<file path="src/rtl/uart_rx_deserializer.sv">
`default_nettype none
// ============================================================================
// Module      : uart_rx_deserializer
// Description : UART receive front-end; 16x-oversampled start/data/parity/stop
//               sampling with valid/ack handshake and error flags.
//               Optional macro UART_RX_MAJORITY_VOTE_EN: 3-sample bit voting.
// Revision    : 1.0 - initial release
// ============================================================================
module uart_rx_deserializer #(
    parameter int DATA_BITS  = 8,
    parameter int OVERSAMPLE = 16
) (
    input  logic                 clock,
    input  logic                 reset,
    input  logic                 baud_clk,
    input  logic                 rx_in,
    input  logic [1:0]           parity_type,
    input  logic                 data_ack,
    output logic [DATA_BITS-1:0] data_out,
    output logic                 data_valid,
    output logic                 parity_err,
    output logic                 framing_err,
    output logic                 overrun_err
);

    localparam int                 c_IDX_W    = $clog2(DATA_BITS);
    localparam logic [3:0]         c_CNT_MID  = 4'(OVERSAMPLE / 2 - 1);
    localparam logic [3:0]         c_CNT_LAST = 4'(OVERSAMPLE - 1);
    localparam logic [c_IDX_W-1:0] c_IDX_LAST = c_IDX_W'(DATA_BITS - 1);

    typedef enum logic [2:0] {
        S_IDLE   = 3'd0,
        S_START  = 3'd1,
        S_DATA   = 3'd2,
        S_PARITY = 3'd3,
        S_STOP   = 3'd4
    } state_t;

    state_t               r_state;
    state_t               w_state_nxt;
    logic                 r_rx_meta, r_rx_s;
    logic                 r_bd_meta, r_bd_s, r_bd_d;
    logic [3:0]           r_tick_cnt;
    logic [c_IDX_W-1:0]   r_bit_idx;
    logic [DATA_BITS-1:0] r_shift;
    logic                 r_armed;
    logic                 r_par_acc, r_par_en, r_par_odd, r_par_bad;
    logic                 w_tick, w_bit, w_par_en;
    logic                 w_cnt_clr, w_start_ok, w_shift_en, w_last_bit, w_par_smp, w_complete;

    assign w_tick   = r_bd_s & ~r_bd_d;
    assign w_par_en = parity_type[0] ^ parity_type[1];

    always_ff @(posedge clock) begin
        if (reset) begin
            r_rx_meta <= 1'b1;
            r_rx_s    <= 1'b1;
            r_bd_meta <= 1'b0;
            r_bd_s    <= 1'b0;
            r_bd_d    <= 1'b0;
        end else begin
            r_rx_meta <= rx_in;
            r_rx_s    <= r_rx_meta;
            r_bd_meta <= baud_clk;
            r_bd_s    <= r_bd_meta;
            r_bd_d    <= r_bd_s;
        end
    end

`ifdef UART_RX_MAJORITY_VOTE_EN
    // Two most recent tick samples; the decision votes them with the current one.
    logic [1:0] r_hist;

    always_ff @(posedge clock) begin
        if (reset) begin
            r_hist <= 2'b11;
        end else if (w_tick) begin
            r_hist <= {r_hist[0], r_rx_s};
        end
    end

    assign w_bit = (r_hist[1] & r_hist[0]) | (r_hist[1] & r_rx_s) | (r_hist[0] & r_rx_s);
`else
    assign w_bit = r_rx_s;
`endif

    always_ff @(posedge clock) begin
        if (reset) begin
            r_state <= S_IDLE;
        end else begin
            r_state <= w_state_nxt;
        end
    end

    always_comb begin
        w_state_nxt = r_state;
        w_cnt_clr   = 1'b0;
        w_start_ok  = 1'b0;
        w_shift_en  = 1'b0;
        w_last_bit  = 1'b0;
        w_par_smp   = 1'b0;
        w_complete  = 1'b0;
        if (w_tick) begin
            case (r_state)
                S_IDLE: begin
                    if (r_armed && !r_rx_s) begin
                        w_state_nxt = S_START;
                        w_cnt_clr   = 1'b1;
                    end
                end
                S_START: begin
                    if (r_tick_cnt == c_CNT_MID) begin
                        w_cnt_clr = 1'b1;
                        if (!w_bit) begin
                            w_state_nxt = S_DATA;
                            w_start_ok  = 1'b1;
                        end else begin
                            w_state_nxt = S_IDLE;
                        end
                    end
                end
                S_DATA: begin
                    if (r_tick_cnt == c_CNT_LAST) begin
                        w_cnt_clr  = 1'b1;
                        w_shift_en = 1'b1;
                        if (r_bit_idx == c_IDX_LAST) begin
                            w_last_bit  = 1'b1;
                            w_state_nxt = w_par_en ? S_PARITY : S_STOP;
                        end
                    end
                end
                S_PARITY: begin
                    if (r_tick_cnt == c_CNT_LAST) begin
                        w_cnt_clr   = 1'b1;
                        w_par_smp   = 1'b1;
                        w_state_nxt = S_STOP;
                    end
                end
                S_STOP: begin
                    if (r_tick_cnt == c_CNT_LAST) begin
                        w_cnt_clr   = 1'b1;
                        w_complete  = 1'b1;
                        w_state_nxt = S_IDLE;
                    end
                end
                default: w_state_nxt = S_IDLE;
            endcase
        end
    end

    always_ff @(posedge clock) begin
        if (reset) begin
            r_tick_cnt  <= '0;
            r_bit_idx   <= '0;
            r_shift     <= '0;
            r_armed     <= 1'b0;
            r_par_acc   <= 1'b0;
            r_par_en    <= 1'b0;
            r_par_odd   <= 1'b0;
            r_par_bad   <= 1'b0;
            data_out    <= '0;
            data_valid  <= 1'b0;
            parity_err  <= 1'b0;
            framing_err <= 1'b0;
            overrun_err <= 1'b0;
        end else begin
            if (w_tick) begin
                if (w_cnt_clr || r_state == S_IDLE) begin
                    r_tick_cnt <= '0;
                end else begin
                    r_tick_cnt <= r_tick_cnt + 1'b1;
                end
            end
            // A break leaves the line low; only a high level re-arms start detection.
            if (w_tick && r_state == S_IDLE && r_rx_s) begin
                r_armed <= 1'b1;
            end
            if (w_start_ok) begin
                r_bit_idx <= '0;
                r_par_acc <= 1'b0;
            end
            if (w_shift_en) begin
                r_shift   <= {w_bit, r_shift[DATA_BITS-1:1]};
                r_bit_idx <= r_bit_idx + 1'b1;
                r_par_acc <= r_par_acc ^ w_bit;
            end
            if (w_last_bit) begin
                r_par_en  <= w_par_en;
                r_par_odd <= parity_type[0];
                r_par_bad <= 1'b0;
            end
            if (w_par_smp) begin
                r_par_bad <= r_par_odd ? ~(r_par_acc ^ w_bit) : (r_par_acc ^ w_bit);
            end
            if (w_complete) begin
                data_out    <= r_shift;
                data_valid  <= 1'b1;
                parity_err  <= r_par_en & r_par_bad;
                framing_err <= ~w_bit;
                overrun_err <= data_valid & ~data_ack;
                if (!w_bit) begin
                    r_armed <= 1'b0;
                end
            end else if (data_ack && data_valid) begin
                data_valid  <= 1'b0;
                parity_err  <= 1'b0;
                framing_err <= 1'b0;
                overrun_err <= 1'b0;
            end
        end
    end

endmodule
`default_nettype wire

</file>
<file path="config.mk">
export PLATFORM = sky130hd
export DESIGN_NAME = uart_rx_deserializer
export DESIGN_NICKNAME = d
export VERILOG_FILES = /design/src/rtl/uart_rx_deserializer.sv
export SDC_FILE = /design/constraint.sdc
export NUM_CORES = 1
export LEC_CHECK = 0
export CAP_MARGIN = 20
export CORE_MARGIN = 2
export CORE_UTILIZATION = 59
export DETAILED_ROUTE_END_ITERATION = 10
export PLACE_DENSITY_LB_ADDON = 0.12
export SYNTH_ARGS = -nofsm -noshare
export SYNTH_HDL_FRONTEND = slang
export SYNTH_SLANG_ARGS = --single-unit
</file>
<file path="constraint.sdc">
create_clock -name clock -period 3.1 [get_ports clock]
set_clock_uncertainty 0.05 [all_clocks]
set_input_delay 0.62 -clock clock [delete_from_list [all_inputs] [get_ports clock]]
set_output_delay 0.62 -clock clock [all_outputs]
set_load 0.05 [all_outputs]
</file>
==> results of run 1 <==
[cell usage in the layout, fill, tap and decap left out, types with 2 or more instances in the layout]
master,count
a211o_1,3
a211oi_1,2
a21oi_1,26
a22oi_1,2
and3_1,2
bufinv_16,2
clkbuf_4,5
clkdlybuf4s50_1,18
dfxtp_1,40
ha_1,3
inv_1,4
mux2i_1,2
nand2_1,44
nand2b_1,2
nand3_1,5
nand3_2,2
nand4_1,3
nor2_1,10
nor2b_1,7
nor3_1,3
nor3b_2,2
o2111ai_1,2
o21ai_0,2
o31ai_1,2
or2_2,2
xnor2_1,4
xor2_1,3
[power by group through the flow]
stage	combinational, µW	sequential (µW)	clock, µW
5_1_grt	38.7	525	430
3_3_place_gp	34.1	535	0
2_1_floorplan	23.6	533	0
6_report	35.6	524	411
3_5_place_dp	35.1	536	0
4_1_cts	35.4	524	417
[flip-flops by register name, indices dropped and copies added, names as in the netlist, 3 cells and up]
signal / flops
r_tick_cnt: 4
data_out: 8
r_state: 3
r_bit_idx: 3
r_shift: 8
[path summary, 6_finish.rpt]
check / start / slack (ps) / to / cells after the start
setup / recovery: data_valid / 860 / data_valid / 1
hold / removal: r_rx_meta / 380 / r_rx_s / 1
setup reg to reg: r_tick_cnt[0] / 1200 / overrun_err / 5
hold reg to reg: r_rx_meta / 380 / r_rx_s / 1
[metal layers]
metal  share of wire, %  vias up  GRT usage, %
met1                 45      673          30.7
met5                  0        -             0
li1                   -      731             -
met2                 47       47          38.4
met4                2.2        0          8.97
met3                6.0        9          6.15
[layout make-up]
type	instances	area (µm²)	area share, %
repair buffers	19	188	9.31
multi-input cells	148	876	43.5
flip-flops and latches	40	801	39.7
well taps	31	38.8	1.92
clock buffers	5	37.5	1.86
inverters	4	15.0	0.745
clock inverters	2	60.1	2.98
[through the flow]
step                      worst slack [ps]  total power [µW]  cells
after floorplan                       1590               557    204
after CTS                              848               976    249
after detailed placement               818               571    242
after global routing                   812               993    249
final                                  863               971    249
after global placement                 860               569    242
[kinds of logic (layout without fill, tap and decap cells)]
logic type | Yosys count | count (layout) | share of synthesized area [%]
AO/OA/AOI/OAI | 45 | 45 | 16.0
XOR/XNOR | 7 | 7 | 3.50
adder cells (fa/ha/maj) | 3 | 3 | 2.14
buffers and inverters | 16 | 30 | 4.42
flip-flops | 40 | 40 | 45.6
multiplexers | 3 | 3 | 1.78
AND/OR/NAND/NOR | 90 | 90 | 26.5
==> flow_summary.toml, run 1 <==
[cells_and_area]
post-route-cell-area_um2 = 2020
drive_gt1_share_pct = 8.26
fin_nets = 228
fillers = 223
diodes = 0
final_util_pct = 72.5
area_delta_synth_final_pct = 14.9

[synthesis]
synth_edf_count = 0
synth.cell_area_um2 = 1750
synth.most_common_cell = "nand2_1"
yosysTopAreaCellShare_pct = 45.6
synth_nets = 214
async_flop_share_pct = 0
yosys_most_used_dff = "dfxtp_1"
syn_inst = 204
synth_top_cell_by_area = "dfxtp_1"
ys_seq_elements = 40
synth_area_per_cell_um2 = 8.60
yosysSeqAreaShare_pct = 45.6
ys_warn_count = 0
synthDistinctLibCells = 43
synth_top_cells_by_count = "nand2_1 (44), dfxtp_1 (40), a21oi_1 (26), nor2_1 (10), nor2b_1 (7)"
synth_area_leaders = "dfxtp_1 (46%), nand2_1 (9.4%), a21oi_1 (7.4%), nor2b_1 (2.5%), ha_1 (2.1%)"

[power_and_ir_drop]
seq_power_share_pct = 54.0
p_sw_share_pct = 19.4
switchingPower_uw = 189
p_clk_share_pct = 42.4
power.density_nw_per_um2 = 482
combPwrFrac_pct = 3.7
p_int_uw = 782
max-vdd-ir-drop_mv = 0.658
power.leakage_uw = 0.000684

[clocking]
cts_resized = 0
cts_buffers = 5
h-tree-depth = 2
clkTransAtPathRegs_ps = 110
clock_sinks = 40
worstSkewPairLatency_ps = 340
clockBufferDepth = 2
cts_hold_buf = 0
post-cts-setup-buffers = 0
cts_tree = "yes"
cts_root_buffer = "clkbuf_4"

[die]
die_w_um = 58.5
core-area_um2 = 2780
rows = 19
initial_core_util_pct = 63.1
dieArea_um2 = 3430
io_pins = 19
die_y_um = 58.5

[setup_path]
worst_path_largest_cell_delay_ps = 830
critPathBufInv = 1
cp_data_required_time_ps = 2430
worstPathCellList = "clkdlybuf4s50_1"
cp-start-kind = "register"
cpLargestDelayFamily = "buffers and inverters"
critical_path_class = "register to output port"
cpMaxStageDelayCell = "clkdlybuf4s50_1"
crit_fanout = 5
end_kind = "output port"
cp.arrival_ps = 1570

[timing]
rsz0062_at_grt = "no"
max_freq_mhz = 447
period_needed_ps = 2240
finalHoldViolCount = 0
maxSlewHeadroom_pct = 41.7
worstMarginPinSlew_ps = 872
finalSetupViolCount = 0
slew_violations = 0
finalCritPeriodShare_pct = 72.2
setup_tns_ps = 0
whs_ps = 384

[job]
maxCapViolations = 0

[route]
final_antenna_net_count = 0
drc = 0
num_vias = 1460
drt_pass1_iterations = 4
wl_per_cell_um = 14.5
drtIter0Drc = 54
via_per_inst = 5.86
wl_mm = 3.60

[placed_design]
dp_hpwl_mm = 2.53
io_buffer_count = 18
place_congestion = 0.869
placedInstanceArea_um2 = 1920

[global_routing]
antenna_found_initial = 0
first_global_vias = 1401
grt_max_degree = 27
grt_first_pass_wirelength_mm = 6.18
grt_use_total_pct = 23.8
overflow = 0

[min_path]
hold_class = "register to register"

[run_status]
outcome = "complete, no violations"
No activity file was read; power rests on OpenSTA's default activity.
==> run 2: changes to the inputs <==
Settings changed: CORE_UTILIZATION 59 to 49.
Clock period 3.1 ns to 1.9 ns, I/O delays scaled along.
==> flow_summary.toml, run 2 (synthesized netlist as in run 1, its figures left out) <==
[route]
drc = 0
wl_per_cell_um = 13.0
via_per_inst = 5.42
drt_pass1_iterations = 4
num_vias = 1469
wl_mm = 3.53
final_antenna_net_count = 0
drtIter0Drc = 72

[min_path]
hold_class = "register to register"
min_to = "r_rx_s"
hold_depth = 1
hold_path.startpoint = "r_rx_meta"

[setup_path]
cp_data_required_time_ps = 2140
r2r_slack_ps = 140
crit_fanout = 7
r2r-end = "data_out[7]"
worst-r2r-cell-count = 6
reg2reg_from = "r_tick_cnt[0]"
end_kind = "register"
critical_path_class = "register to register"
cp-start-kind = "register"
cp.arrival_ps = 2000

[clocking]
worstSkewPairLatency_ps = 350
cts_buffers = 5
cts_root_buffer = "clkbuf_4"
post-cts-setup-buffers = 0
cts_tree = "yes"
h-tree-depth = 2
clkTransAtPathRegs_ps = 110
clockBufferDepth = 2
clock_sinks = 40

[global_routing]
first_global_vias = 1392
overflow = 0
grt_first_pass_wirelength_mm = 6.19
antenna_found_initial = 0
grt_use_total_pct = 19.4
grt_max_degree = 21

[cells_and_area]
layout_common_cells = "nand2_1 (44), dfxtp_1 (40), a21oi_1 (26), buf_4 (17), nor2_1 (10)"
drive_gt1_share_pct = 15.1
fin_cells = 271
diodes = 0
final_util_pct = 59.4
fillers = 308
fin_nets = 235
reg.largest.list = "data_out (8), r_shift (8), r_tick_cnt (4)"
layout_commonest_cell = "nand2_1"
area_delta_synth_final_pct = 14.8

[placed_design]
place_congestion = 0.821
io_buffer_count = 18
dp_hpwl_mm = 2.57
place_inst = 264

[timing]
finalSetupViolCount = 0
finalHoldViolCount = 0
setup_tns_ps = 0
worstMarginPinSlew_ps = 497
maxSlewHeadroom_pct = 67.0
finalCritPeriodShare_pct = 92.6
max_freq_mhz = 568
period_needed_ps = 1760
slew_violations = 0
rsz0062_at_grt = "no"

[die]
initial_core_util_pct = 51.8
die_w_um = 63.8
dieArea_um2 = 4070
die_y_um = 63.8
core-area_um2 = 3390
rows = 21
io_pins = 19

[job]
maxCapViolations = 0

[power_and_ir_drop]
power.leakage_uw = 0.000729
power.density_nw_per_um2 = 653
max-vdd-ir-drop_mv = 0.403

[run_status]
outcome = "complete, no violations"
-- run 2: cell types whose count changed in the layout (fill, tap and decap cells not counted) --
cell | before | now
buf_4 | 1 | 17
bufinv_16 | 2 | 0
clkdlybuf4s50_1 | 18 | 6
clkinv_2 | 0 | 1
clkinvlp_4 | 0 | 1
dlygate4sd2_1 | 0 | 3
-- run 2: how the worst max path moves through the flow --
stage                   startpoint  slack [ps]  depth (start not counted)           to
floorplan            r_tick_cnt[0]         390                          5   r_state[1]
global placement     r_tick_cnt[0]         200                          6  data_out[7]
detailed placement  parity_type[0]         180                          5   r_state[1]
CTS                  r_tick_cnt[0]         140                          6  data_out[7]
global route         r_tick_cnt[0]          10                          6  data_out[3]
finish               r_tick_cnt[0]         140                          6  data_out[7]
-- run 2: per-stage QoR --
step                setup slack [ps]  cell area, µm²  total power, µW  hold slack [ps]
finish                           140            2010             1310              368
detailed placement               181            1970              934              343
global placement                 205            1970              932              340
floorplan                        394            1750              908              339
CTS                              139            2010             1330              368
global route                    11.3            2010             1380              383
-- run 2: what timing repair did --
| item | 4_1_cts | 5_1_grt |
|---|---|---|
| endpoints found under the hold margin | 0 | 0 |
| resized for setup | 3 | 0 |
| endpoints found under the setup margin | 3 | 0 |
| hold buffers | 0 | 0 |
-- run 2: power breakdown --
part / switching, µW / internal, µW / leakage [µW]
Sequential: 7.55 / 847 / 0.000323
Combinational: 31.9 / 28.9 / 0.000379
Clock: 264 / 135 / 0.0000271
-- run 2: critical path, cell delays in order (launching register included) --
cell,delay [ps]
dfxtp_1,390
ha_1,300
and3_2,280
and3_1,320
buf_4,190
nand2_1,50
a21oi_1,110
-- run 2: final cells by class --
cell class,instances,area (µm²),share of cell area [%]
Clock buffer,5,37.5,1.86
Multi-Input combinational cell,148,876,43.5
Clock inverter,2,12.5,0.622
Timing Repair Buffer,26,214,10.6
Inverter,4,15.0,0.746
Sequential cell,40,801,39.8
Tap cell,46,57.6,2.86
-- run 2: metal layers --
layer	global-route usage, %	part of all wire [%]
met1	23.4	47
met2	31.4	45
met3	5.99	5.9
met4	8.97	1.8
met5	0	0
